## config.mk

```make
export PLATFORM = sky130hd
export DESIGN_NAME = cpu_mailbox
export DESIGN_NICKNAME = d
export VERILOG_FILES = /design/src/rtl/cpu_mailbox.sv
export SDC_FILE = /design/constraint.sdc
export NUM_CORES = 1
export LEC_CHECK = 0
export CAP_MARGIN = 20
export CORE_UTILIZATION = 38
export DETAILED_ROUTE_END_ITERATION = 8
export PLACE_DENSITY_LB_ADDON = 0.3
export SETUP_SLACK_MARGIN = 0.1
export SLEW_MARGIN = 20
export SYNTH_ARGS = -nofsm -noshare
export SYNTH_HDL_FRONTEND = slang
export SYNTH_SLANG_ARGS = --single-unit
```

## constraint.sdc

```tcl
create_clock -name clk_src -period 8.59 [get_ports clk_src]
set_input_delay 2.577 -clock clk_src [delete_from_list [all_inputs] [get_ports clk_src]]
set_output_delay 2.577 -clock clk_src [all_outputs]
set_load 0.005 [all_outputs]
```

## src/rtl/cpu_mailbox.sv

```systemverilog
// cpu_mailbox: 6502-bus 4-byte register window linking the CPU and FPGA logic through RX/TX byte FIFOs.
// Build option: define CPU_MAILBOX_IRQ_EN to enable the RX-not-empty interrupt and CTRL irq_en bit.
module cpu_mailbox #(
    parameter int DEPTH = 16,
    parameter int SYNC  = 2
) (
    input  logic       clk_src,
    input  logic       rst_n,
    input  logic       cpu_clk_out,
    input  logic       cs_n,
    input  logic       rw,
    input  logic [1:0] address,
    input  logic [7:0] data_in,
    output logic [7:0] data_out,
    output logic       data_oe,
    input  logic [7:0] rx_data,
    input  logic       rx_valid,
    output logic       rx_ready,
    output logic [7:0] tx_data,
    output logic       tx_valid,
    input  logic       tx_ready,
    output logic       irq_n
);
    localparam int AW = $clog2(DEPTH);
    localparam int BW = 13;
    localparam logic [BW-1:0] BUS_IDLE  = {1'b0, 1'b1, 11'b0};
    localparam logic [AW:0]   CNT_EMPTY = (AW+1)'(0);
    localparam logic [AW:0]   CNT_FULL  = (AW+1)'(DEPTH);
    localparam logic [AW-1:0] PTR_ZERO  = AW'(0);
    localparam logic [AW-1:0] PTR_ONE   = AW'(1);

    // Bus bundle layout: {phi2, cs_n, rw, address[1:0], data_in[7:0]}
    logic [BW-1:0] sync_q [SYNC];
    logic [BW-2:0] lat_q;
    logic          phi2_prev_q;
    logic [BW-1:0] bus_s;
    logic          commit_s, lat_rw_s;
    logic [1:0]    lat_addr_s;
    logic [7:0]    lat_data_s;

    assign bus_s      = sync_q[SYNC-1];
    assign lat_rw_s   = lat_q[10];
    assign lat_addr_s = lat_q[9:8];
    assign lat_data_s = lat_q[7:0];
    assign commit_s   = phi2_prev_q & ~bus_s[BW-1] & ~lat_q[11];

    // Synchronize bus pins, latch the sampled set during PHI2 high, track PHI2 for the falling edge
    always_ff @(posedge clk_src or negedge rst_n) begin
        if (!rst_n) begin
            for (int i = 0; i < SYNC; i++) sync_q[i] <= BUS_IDLE;
            lat_q       <= BUS_IDLE[BW-2:0];
            phi2_prev_q <= 1'b0;
        end else begin
            sync_q[0] <= {cpu_clk_out, cs_n, rw, address, data_in};
            for (int i = 1; i < SYNC; i++) sync_q[i] <= sync_q[i-1];
            if (bus_s[BW-1]) lat_q <= bus_s[BW-2:0];
            else             lat_q <= lat_q;
            phi2_prev_q <= bus_s[BW-1];
        end
    end

    logic rd_data_s, wr_data_s, wr_ctrl_s, flush_s, clr_s;
    assign rd_data_s = commit_s &  lat_rw_s & (lat_addr_s == 2'd0);
    assign wr_data_s = commit_s & ~lat_rw_s & (lat_addr_s == 2'd0);
    assign wr_ctrl_s = commit_s & ~lat_rw_s & (lat_addr_s == 2'd2);
    assign flush_s   = wr_ctrl_s & lat_data_s[1];
    assign clr_s     = wr_ctrl_s & lat_data_s[0];

    logic [7:0]    rx_mem [DEPTH];
    logic [7:0]    tx_mem [DEPTH];
    logic [AW-1:0] rx_wp_q, rx_rp_q, tx_wp_q, tx_rp_q;
    logic [AW:0]   rx_cnt_q, tx_cnt_q;
    logic          rx_ovf_q, tx_ovf_q;
    logic          rx_full_s, rx_nempty_s, tx_full_s;
    logic          rx_push_s, rx_pop_s, rx_drop_s, tx_push_s, tx_pop_s, tx_drop_s;

    assign rx_full_s   = (rx_cnt_q == CNT_FULL);
    assign rx_nempty_s = (rx_cnt_q != CNT_EMPTY);
    assign tx_full_s   = (tx_cnt_q == CNT_FULL);
    assign tx_valid    = (tx_cnt_q != CNT_EMPTY);
    assign rx_ready    = ~rx_full_s;
    assign tx_data     = tx_valid ? tx_mem[tx_rp_q] : 8'h00;

    // A pop in the same clock frees a slot, so a push into a full FIFO is still accepted
    assign rx_pop_s  = rd_data_s & rx_nempty_s;
    assign rx_push_s = rx_valid & (~rx_full_s | rx_pop_s);
    assign rx_drop_s = rx_valid & rx_full_s & ~rx_pop_s;
    assign tx_pop_s  = tx_ready & tx_valid;
    assign tx_push_s = wr_data_s & (~tx_full_s | tx_pop_s);
    assign tx_drop_s = wr_data_s & tx_full_s & ~tx_pop_s;

    // FIFO storage writes
    always_ff @(posedge clk_src) begin
        if (rx_push_s & ~flush_s) rx_mem[rx_wp_q] <= rx_data;
        if (tx_push_s & ~flush_s) tx_mem[tx_wp_q] <= lat_data_s;
    end

    // FIFO pointers, counts and sticky overflow flags; flush and clear take priority
    always_ff @(posedge clk_src or negedge rst_n) begin
        if (!rst_n) begin
            rx_wp_q <= PTR_ZERO; rx_rp_q <= PTR_ZERO; rx_cnt_q <= CNT_EMPTY;
            tx_wp_q <= PTR_ZERO; tx_rp_q <= PTR_ZERO; tx_cnt_q <= CNT_EMPTY;
            rx_ovf_q <= 1'b0;
            tx_ovf_q <= 1'b0;
        end else begin
            if (flush_s) begin
                rx_wp_q <= PTR_ZERO; rx_rp_q <= PTR_ZERO; rx_cnt_q <= CNT_EMPTY;
                tx_wp_q <= PTR_ZERO; tx_rp_q <= PTR_ZERO; tx_cnt_q <= CNT_EMPTY;
            end else begin
                if (rx_push_s) rx_wp_q <= rx_wp_q + PTR_ONE;
                if (rx_pop_s)  rx_rp_q <= rx_rp_q + PTR_ONE;
                rx_cnt_q <= rx_cnt_q + (AW+1)'(rx_push_s) - (AW+1)'(rx_pop_s);
                if (tx_push_s) tx_wp_q <= tx_wp_q + PTR_ONE;
                if (tx_pop_s)  tx_rp_q <= tx_rp_q + PTR_ONE;
                tx_cnt_q <= tx_cnt_q + (AW+1)'(tx_push_s) - (AW+1)'(tx_pop_s);
            end
            if (clr_s)                     rx_ovf_q <= 1'b0;
            else if (rx_drop_s & ~flush_s) rx_ovf_q <= 1'b1;
            else                           rx_ovf_q <= rx_ovf_q;
            if (clr_s)                     tx_ovf_q <= 1'b0;
            else if (tx_drop_s & ~flush_s) tx_ovf_q <= 1'b1;
            else                           tx_ovf_q <= tx_ovf_q;
        end
    end

    logic irq_en_s;
`ifdef CPU_MAILBOX_IRQ_EN
    logic irq_en_q, irq_n_q;
    assign irq_en_s = irq_en_q;
    assign irq_n    = irq_n_q;

    // Interrupt enable and registered active-low request while RX holds data
    always_ff @(posedge clk_src or negedge rst_n) begin
        if (!rst_n) begin
            irq_en_q <= 1'b0;
            irq_n_q  <= 1'b1;
        end else begin
            if (wr_ctrl_s) irq_en_q <= lat_data_s[2];
            else           irq_en_q <= irq_en_q;
            irq_n_q <= ~(irq_en_q & rx_nempty_s);
        end
    end
`else
    assign irq_en_s = 1'b0;
    assign irq_n    = 1'b1;
`endif

    logic [7:0] status_s, rx_head_s;
    assign status_s  = {4'b0000, tx_ovf_q, rx_ovf_q, tx_full_s, rx_nempty_s};
    assign rx_head_s = rx_nempty_s ? rx_mem[rx_rp_q] : 8'h00;
    assign data_oe   = ~cs_n & rw & cpu_clk_out;

    // Read mux driven by the raw CPU address
    always_comb begin
        data_out = 8'h00;
        case (address)
            2'd0:    data_out = rx_head_s;
            2'd1:    data_out = status_s;
            2'd2:    data_out = {5'b00000, irq_en_s, 2'b00};
            default: data_out = 8'h00;
        endcase
    end
endmodule

```

# Yosys cells after proc, flatten, opt, wreduce, memory -nomap -nowiden
# Memory sizes are Yosys's and may differ from the RTL's.
# Index checks and enable logic that the tools add are counted.
# classes
n_addsub	8
n_eq_ne	4
muxes	21
bitwise_logic	34
n_reduce_logical	10
# ops
op	n
4-bit two-way mux	8
1-bit AND	23
4-bit by 1-bit adder with 4-bit output (second input constant)	4
8-bit two-way mux	2
8-bit case mux with 2 select lines	1
2-bit nonzero test	6
5-bit by 1-bit adder with 5-bit output	2
5-bit == test (second input constant)	2
5-bit two-way mux	2
5-bit nonzero test	2
5-bit by 1-bit subtractor with 5-bit output	2
1-bit NOT	9
1-bit two-way mux	8
2-bit zero test	2
2-bit by 1-bit == test with 1-bit output (second input constant)	1
2-bit == test (second input constant)	1
1-bit OR	2
# word_totals
ff_bits	67
mem_bits_rw	256
inputBits	25
output_inout_bits	20
word_cells	91
memories	2
# memory_table
name	words	width	read_ports	rd_clocked_by_memory_dff	write_ports	line	source
rx_mem	16	8	1	0	1	69	logic [7:0] rx_mem [DEPTH];
tx_mem	16	8	1	0	1	70	logic [7:0] tx_mem [DEPTH];

# Logic depth before layout (Yosys ltp)
# depth
word_depth	11
depth_mapped	14
mapped_depth_nobuf	14

# Least setup slack after synthesis
# Ideal clock, no wire load.
# synth_timing
kind	in2out
from	in address[1]
to	out data_out[4]
t_arrival_ps	3335
t_required_ps	6013
slack_ps	2678
path_stages	3
path_buffers	0
cell_sequence	nor3_1 nand2b_1 o22ai_1
# synth_via
elab_chain_len	2
word_cells_on_any_way	3
cone_classes	eq/ne: 1; mux: 1; reduce/logical: 1
# synth_lines
element	line	source
start, declared	12	input logic [1:0] address,
2-bit by 1-bit == test with 1-bit output or 2-bit zero test (tied branches)	156	case (address)
8-bit case mux with 2 select lines (*)	156	
end, declared	14	output logic [7:0] data_out,
# Mark *: on every way between the ends. The rest lies on a longest branch, timed or not.

# Worst setup path in the final report
# layout_timing
from	in address[1]
to	out data_out[1]
# The elaborated chain is that of the path after synthesis.

==> out/results.tsv <==
stage	metric	value	unit
status	status	finished, final reports clean	
floorplanning	io_pins	45	
final_layout	syn2layout_area_growth	15.9	%
sta	setup_ws	1.68	ns
logic_synthesis	synth-seq-area-share	0.730	
logic_synthesis	syn_area_per_cell	18.7	um^2
cts	clk_latency	0.52	ns
logic_synthesis	synth.ff_latch_count	323	
drt	drt_iter0_drc	529	
drt	routed_wl	25.1	mm
logic_synthesis	synth_ff_type	edfxtp_1	
placement	dp_slack	1.69	ns
logic_synthesis	synth_area	0.0128	mm^2
floorplanning	design.core.area	0.0329	mm^2
cts	clockRootBuffer	clkbuf_16	
worst_setup_path	worstPathRequired	6.01	ns
pwr	power	4.35	mW
pwr	peakVddDrop	0.151	mV
sta	skew	0.0287	ns
sta	finalCritPeriodShare	0.804	
global_routing	grt_pass1_vias	6318	
worst_setup_path	path_max_fanout	6	
global_routing	antenna_found_initial	0	
cts	ctsLongestPathBuffers	3	
sta	fmax	0.145	GHz
logic_synthesis	synth_top_area_frac	0.599	
floorplanning	die_y	186	um
sta	tightest_slew	1.07	ns
placement	io_buffers	43	
logic_synthesis	synth_cell_types	49	
drt	wl_per_cell	20.7	um
logic_synthesis	synth_top_area_cell	edfxtp_1	
logic_synthesis	synth-simple-area-share	0.0484	
logic_synthesis	synth_adder_area_share	0.0246	
sta	slew_viol_final	0	
hold_path	hold_class	flip-flop to flip-flop	
worst_setup_path	arrival	4.33	ns
placement	dpl.hpwl	16.1	mm
worst_setup_path	startpoint_type	input port	
drt	firstDrtPassIters	4	
floorplanning	dieArea	0.0345	mm^2
logic_synthesis	synthMuxAreaShare	0.146	
cts	ctsHoldBuffers	0	
sta	rsz0062_at_grt	false	
logic_synthesis	yosysWarnings	0	
global_routing	grtUsageTotal	0.153	
drt	vias	6295	
global_routing	grt_pass1_wl	38.7	mm
drt	drc	0	
logic_synthesis	synth_edf_count	256	
logic_synthesis	yosys-top-cells-area	edfxtp_1 (60%), dfrtp_1 (12%), mux4_2 (12%)	
global_routing	grt_max_degree	68	
floorplanning	die_w	186	um
logic_synthesis	synth_compound_area_frac	0.0245	
global_routing	grt-ovfl-total	0	
floorplanning	rows	66	
worst_setup_path	endpoint_kind	output pin	
cts	cts_made_buffers	35	
final_layout	fin_nets	797	
cts	post_cts_buffers	0	
logic_synthesis	synthArstFlopShare	0.207	
drt	antenna_left	0	
final_layout	diodes	0	
sta	timing.slew.headroom	0.287	
logic_synthesis	yosys.area_share.xor_xnor	0.00750	
cts	cts_tree	built	
cts	cts.clk_slew.worst_paths	0.06	ns
logic_synthesis	synth_top_family_by_area	multiplexers	
cts	cts_resized	0	
sta	setup-violations-final	0	
placement	gp_congestion	0.725	
sta	hold_viol_final	0	
logic_synthesis	synthCells	685	
drt	vias_per_cell	5.19	
final_layout	layout-drive-gt1-share	0.194	
floorplanning	start_util	0.391	
pwr	p_per_area	292	mW/mm^2
sta	tns	0	ns
cts	clock-sinks	323	
sta	period_minus_slack	6.91	ns
pwr	p_leak	5.06	nW
cts	htree_levels	2	
job	maxCapViolations	0	
logic_synthesis	syn-num-nets	734	
worst_setup_path	criticalPathCategory	input port to output pin	
placed cells by master (no fill, tap or decap), types with 14 or more instances in the layout:
master	count
inv_1	27
dfrtp_1	63
clkdlybuf4s50_1	42
clkbuf_16	36
nor2_1	30
ha_1	22
edfxtp_1	256
mux2i_1	26
buf_4	17
a21oi_1	14
mux4_2	66
report_power, final:
group	internal (mW)	switching (mW)	leakage, nW
registers	1.83	0.159	3.10
clock network	0.806	0.593	0.523
logic	0.506	0.457	1.43
total	3.14	1.21	5.06
final timing paths:
check	start	to	slack [ns]	cells past startpoint
min reg2reg	sync_q[13]$_DFF_PN0_	bus_s[0]$_DFF_PN0_	0.35	0
max reg2reg	bus_s[12]$_DFF_PN0_	tx_cnt_q[4]$_DFF_PN0_	5.03	11
min	sync_q[13]$_DFF_PN0_	bus_s[0]$_DFF_PN0_	0.35	0
max in group asynchronous	rst_n	tx_rp_q[0]$_DFFE_PN0P_	5.82	1
min in group asynchronous	rst_n	sync_q[17]$_DFF_PN0_	2.17	1
max	address[1]	data_out[1]	1.68	6
state kept, by name, indices dropped and copies added, names as in the netlist:
register     flops
tx_ovf_q         1
sync_q          13
rx_cnt_q         5
tx_mem         128
bus_s           13
lat_q           12
tx_rp_q          4
rx_rp_q          4
tx_cnt_q         5
rx_mem         128
rx_ovf_q         1
rx_wp_q          4
phi2_prev_q      1
tx_wp_q          4
layout make-up:
| cell class | count | area [um^2] |
|---|---|---|
| clock inverter | 10 | 88.8 |
| tap | 442 | 553 |
| sequential | 323 | 9370 |
| multi-input combinational | 301 | 3230 |
| clock buffer | 51 | 987 |
| timing repair buffer | 59 | 548 |
| inverter | 28 | 105 |
| fill | 2921 | 18000 |
layer usage:
layer	GRT usage	vias to the layer above	wire length, um
met5	0	-	0
met4	0.0452	0	504
met3	0.0264	45	1400
met2	0.245	140	12200
met1	0.213	3282	11000
li1	-	2828	-
cell families after synthesis:
logic type               count (synthesis)
AO/OA/AOI/OAI                           50
XOR/XNOR                                11
adder cells (fa/ha/maj)                 24
buffers and inverters                   61
flip-flops                             323
multiplexers                           103
other                                    1
AND/OR/NAND/NOR                        112
synth_stat cells (2+ instances only):
| master | instances |
|---|---|
| nand4bb_1 | 2 |
| dfstp_2 | 3 |
| and3_1 | 4 |
| mux2i_1 | 26 |
| mux4_2 | 66 |
| or4_1 | 3 |
| mux2_2 | 11 |
| nand2_1 | 12 |
| nor4_1 | 9 |
| nand3_1 | 12 |
| a21o_1 | 3 |
| o21ai_0 | 8 |
| nand2b_1 | 4 |
| inv_1 | 27 |
| nor3_1 | 6 |
| nor2_1 | 30 |
| xor2_1 | 8 |
| xnor2_1 | 3 |
| nor2b_1 | 5 |
| a22o_1 | 2 |
| fa_1 | 2 |
| or4b_2 | 2 |
| o22ai_1 | 12 |
| o31ai_1 | 4 |
| a31oi_1 | 2 |
| dfrtp_1 | 64 |
| nand4_1 | 6 |
| buf_1 | 6 |
| nor3b_1 | 3 |
| buf_2 | 8 |
| clkbuf_1 | 17 |
| edfxtp_1 | 256 |
| a21oi_1 | 14 |
| ha_1 | 22 |
| and2_1 | 9 |
per-stage QoR:
| stage | cells | area (um^2) | hold WS [ns] | utilization |
|---|---|---|---|---|
| 2_1_floorplan | 685 | 12800 | 0.331 | - |
| 3_3_place_gp | 1153 | 13800 | 0.334 | 0.420 |
| 3_5_place_dp | 1153 | 13800 | 0.335 | 0.420 |
| 4_1_cts | 1214 | 14900 | 0.348 | 0.453 |
| 5_1_grt | 1214 | 14900 | 0.358 | 0.453 |
| 6_report | 1214 | 14900 | 0.346 | 0.453 |
critical path, stage by stage:
cell and delay (ns):
clkdlybuf4s50_1 0.55, nor3_1 0.08, buf_4 0.21, and4_1 0.20
a211o_1 0.26, clkdlybuf4s50_1 0.44
Note: power is estimated with default switching activity, not from simulation.
